[config.mk]
export PLATFORM = sky130hd
export DESIGN_NAME = hazard_unit_flat
export DESIGN_NICKNAME = d
export VERILOG_FILES = /design/src/rtl/hazard_unit_pkg.sv /design/src/rtl/hazard_unit_if.sv /design/src/rtl/hazard_unit_fwd_select.sv /design/src/rtl/hazard_unit.sv /design/src/flat_wrapper.sv
export SDC_FILE = /design/constraint.sdc
export NUM_CORES = 1
export LEC_CHECK = 0
export CAP_MARGIN = 10
export CELL_PAD_IN_SITES_DETAIL_PLACEMENT = 0
export CELL_PAD_IN_SITES_GLOBAL_PLACEMENT = 1
export CORE_AREA = 4 4 137 153
export CTS_CLUSTER_SIZE = 12
export DETAILED_ROUTE_END_ITERATION = 10
export DIE_AREA = 0 0 141 157
export GPL_TIMING_DRIVEN = 1
export MAX_ROUTING_LAYER = met4
export PLACE_DENSITY_LB_ADDON = 0.3
export SLEW_MARGIN = 20
export SYNTH_ARGS = -nofsm -noshare
export SYNTH_HDL_FRONTEND = slang
export SYNTH_SLANG_ARGS = --single-unit
[constraint.sdc]
create_clock -name clk -period 3 [get_ports clk]
set_input_delay 0.6 -clock clk [delete_from_list [all_inputs] [get_ports clk]]
set_output_delay 0.6 -clock clk [all_outputs]
set_load 0.03 [all_outputs]
[src/rtl/hazard_unit_pkg.sv]
// Shared constants for the ID-stage hazard unit: stage indices,
// pause/ALU codes and the in-flight scoreboard entry layout.
package hazard_unit_pkg;

    localparam int STG_EXE = 0;
    localparam int STG_MEM = 1;
    localparam int STG_WB  = 2;

    localparam int MAX_RADDR_W = 8;
    localparam int MAX_DEPTH   = 6;

    typedef enum logic [1:0] {
        PAUSE_NONE,
        PAUSE_STALL,
        PAUSE_FLUSH
    } pause_e;

    typedef enum logic [3:0] {
        ALU_ADD,
        ALU_SUB,
        ALU_AND,
        ALU_OR,
        ALU_XOR,
        ALU_SLL,
        ALU_SRL,
        ALU_SRA,
        ALU_SLT,
        ALU_SLTU
    } alu_op_e;

    // ready = first stage index whose stage_data carries the result
    typedef struct packed {
        logic                   valid;
        logic                   we;
        logic [MAX_RADDR_W-1:0] waddr;
        logic [2:0]             ready;
    } sb_entry_t;

    function automatic int fwd_sel_w(input int depth);
        return $clog2(depth + 1);
    endfunction

    localparam int FWD_SEL_W = fwd_sel_w(3);

endpackage

[src/rtl/hazard_unit_if.sv]
// ID-stage <-> hazard unit bundle: operand requests in,
// stall / forwarded operands out.
interface hazard_unit_if #(
    parameter int XLEN    = 32,
    parameter int RADDR_W = 5,
    parameter int DEPTH   = 3
);
    localparam int SEL_W = hazard_unit_pkg::fwd_sel_w(DEPTH);

    logic                    id_valid;
    logic [RADDR_W-1:0]      id_rs;
    logic [RADDR_W-1:0]      id_rt;
    logic                    id_rs_used;
    logic                    id_rt_used;
    logic                    id_we;
    logic [RADDR_W-1:0]      id_waddr;
    logic                    id_is_load;
    logic [XLEN-1:0]         rs_rf_data;
    logic [XLEN-1:0]         rt_rf_data;
    logic [DEPTH*XLEN-1:0]   stage_data;
    logic                    flush;

    logic                    stall;
    logic [XLEN-1:0]         rs_data;
    logic [XLEN-1:0]         rt_data;
    logic [SEL_W-1:0]        rs_fwd_sel;
    logic [SEL_W-1:0]        rt_fwd_sel;
    logic [31:0]             stall_cnt;

    modport master (
        output id_valid, id_rs, id_rt, id_rs_used, id_rt_used,
        output id_we, id_waddr, id_is_load,
        output rs_rf_data, rt_rf_data, stage_data, flush,
        input  stall, rs_data, rt_data,
        input  rs_fwd_sel, rt_fwd_sel, stall_cnt
    );

    modport slave (
        input  id_valid, id_rs, id_rt, id_rs_used, id_rt_used,
        input  id_we, id_waddr, id_is_load,
        input  rs_rf_data, rt_rf_data, stage_data, flush,
        output stall, rs_data, rt_data,
        output rs_fwd_sel, rt_fwd_sel, stall_cnt
    );

endinterface

[src/rtl/hazard_unit_fwd_select.sv]
// Per-operand youngest-match search over the scoreboard and
// operand mux; flags a hazard when the match is not yet forwardable.
module fwd_select
    import hazard_unit_pkg::*;
#(
    parameter int XLEN    = 32,
    parameter int RADDR_W = 5,
    parameter int DEPTH   = 3,
    parameter int SEL_W   = 2
) (
    input  logic                  used,
    input  logic [RADDR_W-1:0]    addr,
    input  logic [XLEN-1:0]       rf_data,
    input  sb_entry_t [DEPTH-1:0] sb,
    input  logic [DEPTH*XLEN-1:0] stage_data,
    output logic [XLEN-1:0]       data,
    output logic [SEL_W-1:0]      sel,
    output logic                  hazard
);

    logic [MAX_RADDR_W-1:0] addr_x;
    logic                   addr_nz;
    logic [DEPTH-1:0]       hit;

    assign addr_x  = MAX_RADDR_W'(addr);
    assign addr_nz = (addr != '0);

    always_comb begin
        hit = '0;
        for (int k = 0; k < DEPTH; k++) begin
            hit[k] = used && addr_nz && sb[k].valid && sb[k].we
                  && (sb[k].waddr == addr_x);
        end
    end

    // oldest first so the youngest hit overwrites
    always_comb begin
        data   = rf_data;
        sel    = '0;
        hazard = 1'b0;
        for (int k = DEPTH - 1; k >= 0; k--) begin
            if (hit[k]) begin
                if (k < int'(sb[k].ready)) begin
                    hazard = 1'b1;
                    data   = rf_data;
                    sel    = '0;
                end else begin
                    hazard = 1'b0;
                    data   = stage_data[k*XLEN +: XLEN];
                    sel    = SEL_W'(k + 1);
                end
            end
        end
    end

endmodule

[src/rtl/hazard_unit.sv]
// ID-stage hazard unit: tracks in-flight writers, forwards
// operands and stalls on not-yet-ready load results.
module hazard_unit
    import hazard_unit_pkg::*;
#(
    parameter int XLEN       = 32,
    parameter int RADDR_W    = 5,
    parameter int DEPTH      = 3,
    parameter int LOAD_READY = 1
) (
    input  logic          clk,
    input  logic          rst,
    hazard_unit_if.slave  hu
);

    localparam int SEL_W = fwd_sel_w(DEPTH);

    sb_entry_t [DEPTH-1:0] sb_q;
    sb_entry_t             entry_in;
    logic                  rs_hazard;
    logic                  rt_hazard;
    logic                  stall;
    pause_e                pause;
    logic [31:0]           cnt_q;

    fwd_select #(
        .XLEN    (XLEN),
        .RADDR_W (RADDR_W),
        .DEPTH   (DEPTH),
        .SEL_W   (SEL_W)
    ) u_rs (
        .used       (hu.id_rs_used),
        .addr       (hu.id_rs),
        .rf_data    (hu.rs_rf_data),
        .sb         (sb_q),
        .stage_data (hu.stage_data),
        .data       (hu.rs_data),
        .sel        (hu.rs_fwd_sel),
        .hazard     (rs_hazard)
    );

    fwd_select #(
        .XLEN    (XLEN),
        .RADDR_W (RADDR_W),
        .DEPTH   (DEPTH),
        .SEL_W   (SEL_W)
    ) u_rt (
        .used       (hu.id_rt_used),
        .addr       (hu.id_rt),
        .rf_data    (hu.rt_rf_data),
        .sb         (sb_q),
        .stage_data (hu.stage_data),
        .data       (hu.rt_data),
        .sel        (hu.rt_fwd_sel),
        .hazard     (rt_hazard)
    );

    // a redirect kills ID outright, so it overrides any stall
    always_comb begin
        pause = PAUSE_NONE;
        unique case (1'b1)
            hu.flush:
                pause = PAUSE_FLUSH;
            !hu.flush && hu.id_valid && (rs_hazard || rt_hazard):
                pause = PAUSE_STALL;
            default:
                pause = PAUSE_NONE;
        endcase
    end

    assign stall = (pause == PAUSE_STALL);

    always_comb begin
        entry_in = '0;
        if (pause == PAUSE_NONE && hu.id_valid) begin
            entry_in.valid = 1'b1;
            entry_in.we    = hu.id_we;
            entry_in.waddr = MAX_RADDR_W'(hu.id_waddr);
            entry_in.ready = hu.id_is_load ? 3'(LOAD_READY) : 3'd0;
        end
    end

    always_ff @(posedge clk) begin
        if (rst) begin
            sb_q  <= '0;
            cnt_q <= '0;
        end else begin
            sb_q <= {sb_q[DEPTH-2:0], entry_in};
            if (stall && cnt_q != 32'hFFFF_FFFF) begin
                cnt_q <= cnt_q + 32'd1;
            end
        end
    end

    assign hu.stall     = stall;
    assign hu.stall_cnt = cnt_q;

endmodule

[src/flat_wrapper.sv]
// flat-port wrapper written by rule: the top's interface ports become plain ports
module hazard_unit_flat import hazard_unit_pkg::*;
#(
    parameter int XLEN       = 32,
    parameter int RADDR_W    = 5,
    parameter int DEPTH      = 3,
    parameter int LOAD_READY = 1
)
  (clk, rst, hu_id_valid, hu_id_rs, hu_id_rt, hu_id_rs_used, hu_id_rt_used, hu_id_we, hu_id_waddr, hu_id_is_load, hu_rs_rf_data, hu_rt_rf_data, hu_stage_data, hu_flush, hu_stall, hu_rs_data, hu_rt_data, hu_rs_fwd_sel, hu_rt_fwd_sel, hu_stall_cnt);
  hazard_unit_if #(.XLEN(XLEN), .RADDR_W(RADDR_W), .DEPTH(DEPTH)) hu_i ();
  input  logic clk;
  input  logic rst;
  input wire logic [$bits(hu_i.id_valid)-1:0] hu_id_valid;
  input wire logic [$bits(hu_i.id_rs)-1:0] hu_id_rs;
  input wire logic [$bits(hu_i.id_rt)-1:0] hu_id_rt;
  input wire logic [$bits(hu_i.id_rs_used)-1:0] hu_id_rs_used;
  input wire logic [$bits(hu_i.id_rt_used)-1:0] hu_id_rt_used;
  input wire logic [$bits(hu_i.id_we)-1:0] hu_id_we;
  input wire logic [$bits(hu_i.id_waddr)-1:0] hu_id_waddr;
  input wire logic [$bits(hu_i.id_is_load)-1:0] hu_id_is_load;
  input wire logic [$bits(hu_i.rs_rf_data)-1:0] hu_rs_rf_data;
  input wire logic [$bits(hu_i.rt_rf_data)-1:0] hu_rt_rf_data;
  input wire logic [$bits(hu_i.stage_data)-1:0] hu_stage_data;
  input wire logic [$bits(hu_i.flush)-1:0] hu_flush;
  output wire logic [$bits(hu_i.stall)-1:0] hu_stall;
  output wire logic [$bits(hu_i.rs_data)-1:0] hu_rs_data;
  output wire logic [$bits(hu_i.rt_data)-1:0] hu_rt_data;
  output wire logic [$bits(hu_i.rs_fwd_sel)-1:0] hu_rs_fwd_sel;
  output wire logic [$bits(hu_i.rt_fwd_sel)-1:0] hu_rt_fwd_sel;
  output wire logic [$bits(hu_i.stall_cnt)-1:0] hu_stall_cnt;
  assign hu_i.id_valid = hu_id_valid;
  assign hu_i.id_rs = hu_id_rs;
  assign hu_i.id_rt = hu_id_rt;
  assign hu_i.id_rs_used = hu_id_rs_used;
  assign hu_i.id_rt_used = hu_id_rt_used;
  assign hu_i.id_we = hu_id_we;
  assign hu_i.id_waddr = hu_id_waddr;
  assign hu_i.id_is_load = hu_id_is_load;
  assign hu_i.rs_rf_data = hu_rs_rf_data;
  assign hu_i.rt_rf_data = hu_rt_rf_data;
  assign hu_i.stage_data = hu_stage_data;
  assign hu_i.flush = hu_flush;
  assign hu_stall = hu_i.stall;
  assign hu_rs_data = hu_i.rs_data;
  assign hu_rt_data = hu_i.rt_data;
  assign hu_rs_fwd_sel = hu_i.rs_fwd_sel;
  assign hu_rt_fwd_sel = hu_i.rt_fwd_sel;
  assign hu_stall_cnt = hu_i.stall_cnt;
  hazard_unit #(.XLEN(XLEN), .RADDR_W(RADDR_W), .DEPTH(DEPTH), .LOAD_READY(LOAD_READY)) u_core (.clk(clk), .rst(rst), .hu(hu_i));
endmodule
==> results.cfg <==
[placed_design]
gp_congestion = 0.837
dpl_cell_area_um2 = 8930
dp.cells = 1273
hpwl_mm = 19.0
io_buffers = 283

[clocking]
insertion_delay_ns = 0.29
cts-root-buf = clkbuf_16
cts_buffers = 5
cts_hold_buf = 0
htree_levels = 2
clock_sinks = 54
cts.path.max_buffers = 2
clk_pin_slew_ns = 0.07
cts_tree = built

[timing]
worst_pin_slew_ns = 0.628
finalCriticalPeriod_ns = 3.09
period_share = 1.03
setup_violations = 42
rsz0062_at_grt = true
worst_slack_ns = -0.0940
hold_viol = 0
fin_skew_ns = 0.00744
maxSlewHeadroom = 0.581
drv_slew = 0
fmax_ghz = 0.323

[drt]
drt_iter0_markers = 301
drc = 0
viasPerCell = 5.37
firstDrtPassIters = 5
detail-route-antenna-nets = 0
routed_wirelength_mm = 28.9
wire_per_inst_um = 22.0
vias = 7071

[floorplan]
die_w_um = 141
rows = 54
die_h_um = 157
initial_utilization = 0.266
core-area_um2 = 19500
ioPinCount = 284
die-area_um2 = 22100

[layout]
ff_latch_area_um2 = 1090
drive_gt1_frac = 0.406
area_growth_pct = 121
final_nets = 1245
multiInputGateArea_um2 = 5310
fin_cells = 1316
fin_area_um2 = 11400
num-fill-cells = 1683

[run_status]
violations = negative setup slack
status = finished with violations

[setup_path]
cp_max_fo = 5
crit_arrival_ns = 2.49
worst_setup_path_end_kind = output port
worstPathRequired_ns = 2.40
worstSetupPathType = input port to output port
crit_path_start_kind = input port

[global_route]
grt_usage = 0.241
antenna_found_initial = 2
grt_overflow_total = 0
grt_max_degree = 62
grt_pass1_wl_mm = 40.9
grt_pass1_vias = 7013

[synthesis]
netlist_top_cells_area = dfxtp_1 (21%), a21oi_1 (15%), mux2i_1 (13%)
synthArstFlopShare = 0
ys_seq_area_frac = 0.209
avgSynthCellArea_um2 = 7.12
synth.distinct_cells = 44
synth_top_area_frac = 0.209
syn_nets = 911
netlist_area_um2 = 5170
synth.most_common_cell = a21oi_1
synth-edff-count = 0
postSynthCellCount = 727
netlist_top_cells_count = a21oi_1 (151), nand2_1 (82), o31ai_1 (76)
synth_top_flop_cell = dfxtp_1
ys_warn_count = 0
synth_top_cell_by_area = dfxtp_1
ys_ff_latch = 54

[pwr]
powerDensity_nw_per_um2 = 188
leakage_nw = 4.18
ir_worst_vdd_mv = 0.276

[run]
maxCapViolations = 0

[min_path]
hold_path_class = flip-flop to flip-flop
## layout by cell type, fill, tap and decap left out, types with 3 or more instances in the layout
cell / n
or4_4: 4
a21oi_4: 3
buf_16: 13
nand2_4: 11
o31ai_1: 20
xnor2_1: 23
nand4_1: 14
inv_1: 9
dfxtp_1: 49
dfxtp_2: 4
o31ai_2: 29
mux2_2: 3
nand3_1: 17
buf_8: 7
xnor2_2: 9
nand3b_1: 3
or4_1: 15
a21oi_1: 87
or3_1: 9
mux2i_4: 27
mux2i_1: 21
clkbuf_16: 12
a21oi_2: 61
nor2_1: 20
o21ai_0: 11
nor2b_1: 49
nand2_2: 21
buf_12: 28
clkdlybuf4s50_1: 201
nor4_4: 3
nand2_1: 50
nor3_1: 5
o31ai_4: 27
a2111oi_0: 3
buf_4: 42
and2_1: 7
buf_6: 87
mux2i_2: 17
buf_2: 3
## layer usage
metal / track usage / wire (um)
met5: - / 0
met4: 0.0780 / 762
met1: 0.281 / 11100
met2: 0.423 / 15100
met3: 0.0386 / 1970
## critical path, stage by stage
cell and delay (ns):
buf_8 0.10, or4_4 0.55, o21ai_4 0.21, or4_4 0.20, buf_12 0.11, buf_12 0.11, buf_16 0.15, mux2i_4 0.23
a21oi_2 0.08, buf_6 0.15
## cell type report
type                            count  area share
Multi-Input combinational cell    602       0.465
Timing Repair Buffer              389       0.395
Sequential cell                    54      0.0953
Tap cell                          252      0.0276
Clock buffer                        6      0.0131
Inverter                            9     0.00296
Clock inverter                      2    0.000876
Antenna cell                        2    0.000438
## where the power goes
group	internal [mW]	switching (mW)	total, mW
logic	0.441	0.368	0.809
clock network	0.357	0.256	0.614
registers	0.722	0.00964	0.731
## sequential cells by signal (all words and copies together) (netlist names)
name and flops:
u_core.sb_q 22, u_core.hu.stall_cnt 32
## metrics by stage
| step | hold slack, ns | utilization | power (mW) | worst slack [ns] | TNS [ns] |
|---|---|---|---|---|---|
| floorplan | 0.459 | - | 1.01 | -0.0813 | -0.0813 |
| global placement | 0.474 | 0.459 | 1.43 | -0.467 | -37.65 |
| detailed placement | 0.484 | 0.459 | 1.43 | -0.488 | -41.04 |
| CTS | 0.488 | 0.538 | 2.11 | -0.0848 | -1.55 |
| global route | 0.506 | 0.587 | 2.24 | -0.151 | -5.10 |
| finish | 0.487 | 0.587 | 2.15 | -0.0940 | -1.54 |
## final timing paths
check / startpoint / depth (start not counted) / slack [ns] / to
max: hu_id_rt[3] / 10 / -0.09 / hu_rt_data[5]
min: u_core.sb_q[24] / 1 / 0.49 / u_core.sb_q[37]
max reg2reg: u_core.sb_q[7] / 11 / 0.35 / u_core.hu.stall_cnt[23]
min reg2reg: u_core.sb_q[24] / 1 / 0.49 / u_core.sb_q[37]
## what timing repair did
item / 4_1_cts / 5_1_grt
cloned: 18 / 7
pin swaps: 41 / 44
gates resized for setup: 231 / 191
buffers inserted: 19 / 4
endpoints found under the setup margin: 93 / 67
## cells by family after synthesis
| kind of cell | count (synthesis) | synth area share |
|---|---|---|
| flip-flops | 54 | 0.209 |
| buffers and inverters | 71 | 0.0544 |
| AO/OA/AOI/OAI | 251 | 0.286 |
| adder cells (fa/ha/maj) | 1 | 0.00242 |
| XOR/XNOR | 34 | 0.0576 |
| multiplexers | 69 | 0.134 |
| AND/OR/NAND/NOR | 247 | 0.256 |
Note: power is estimated with default switching activity, not from simulation.
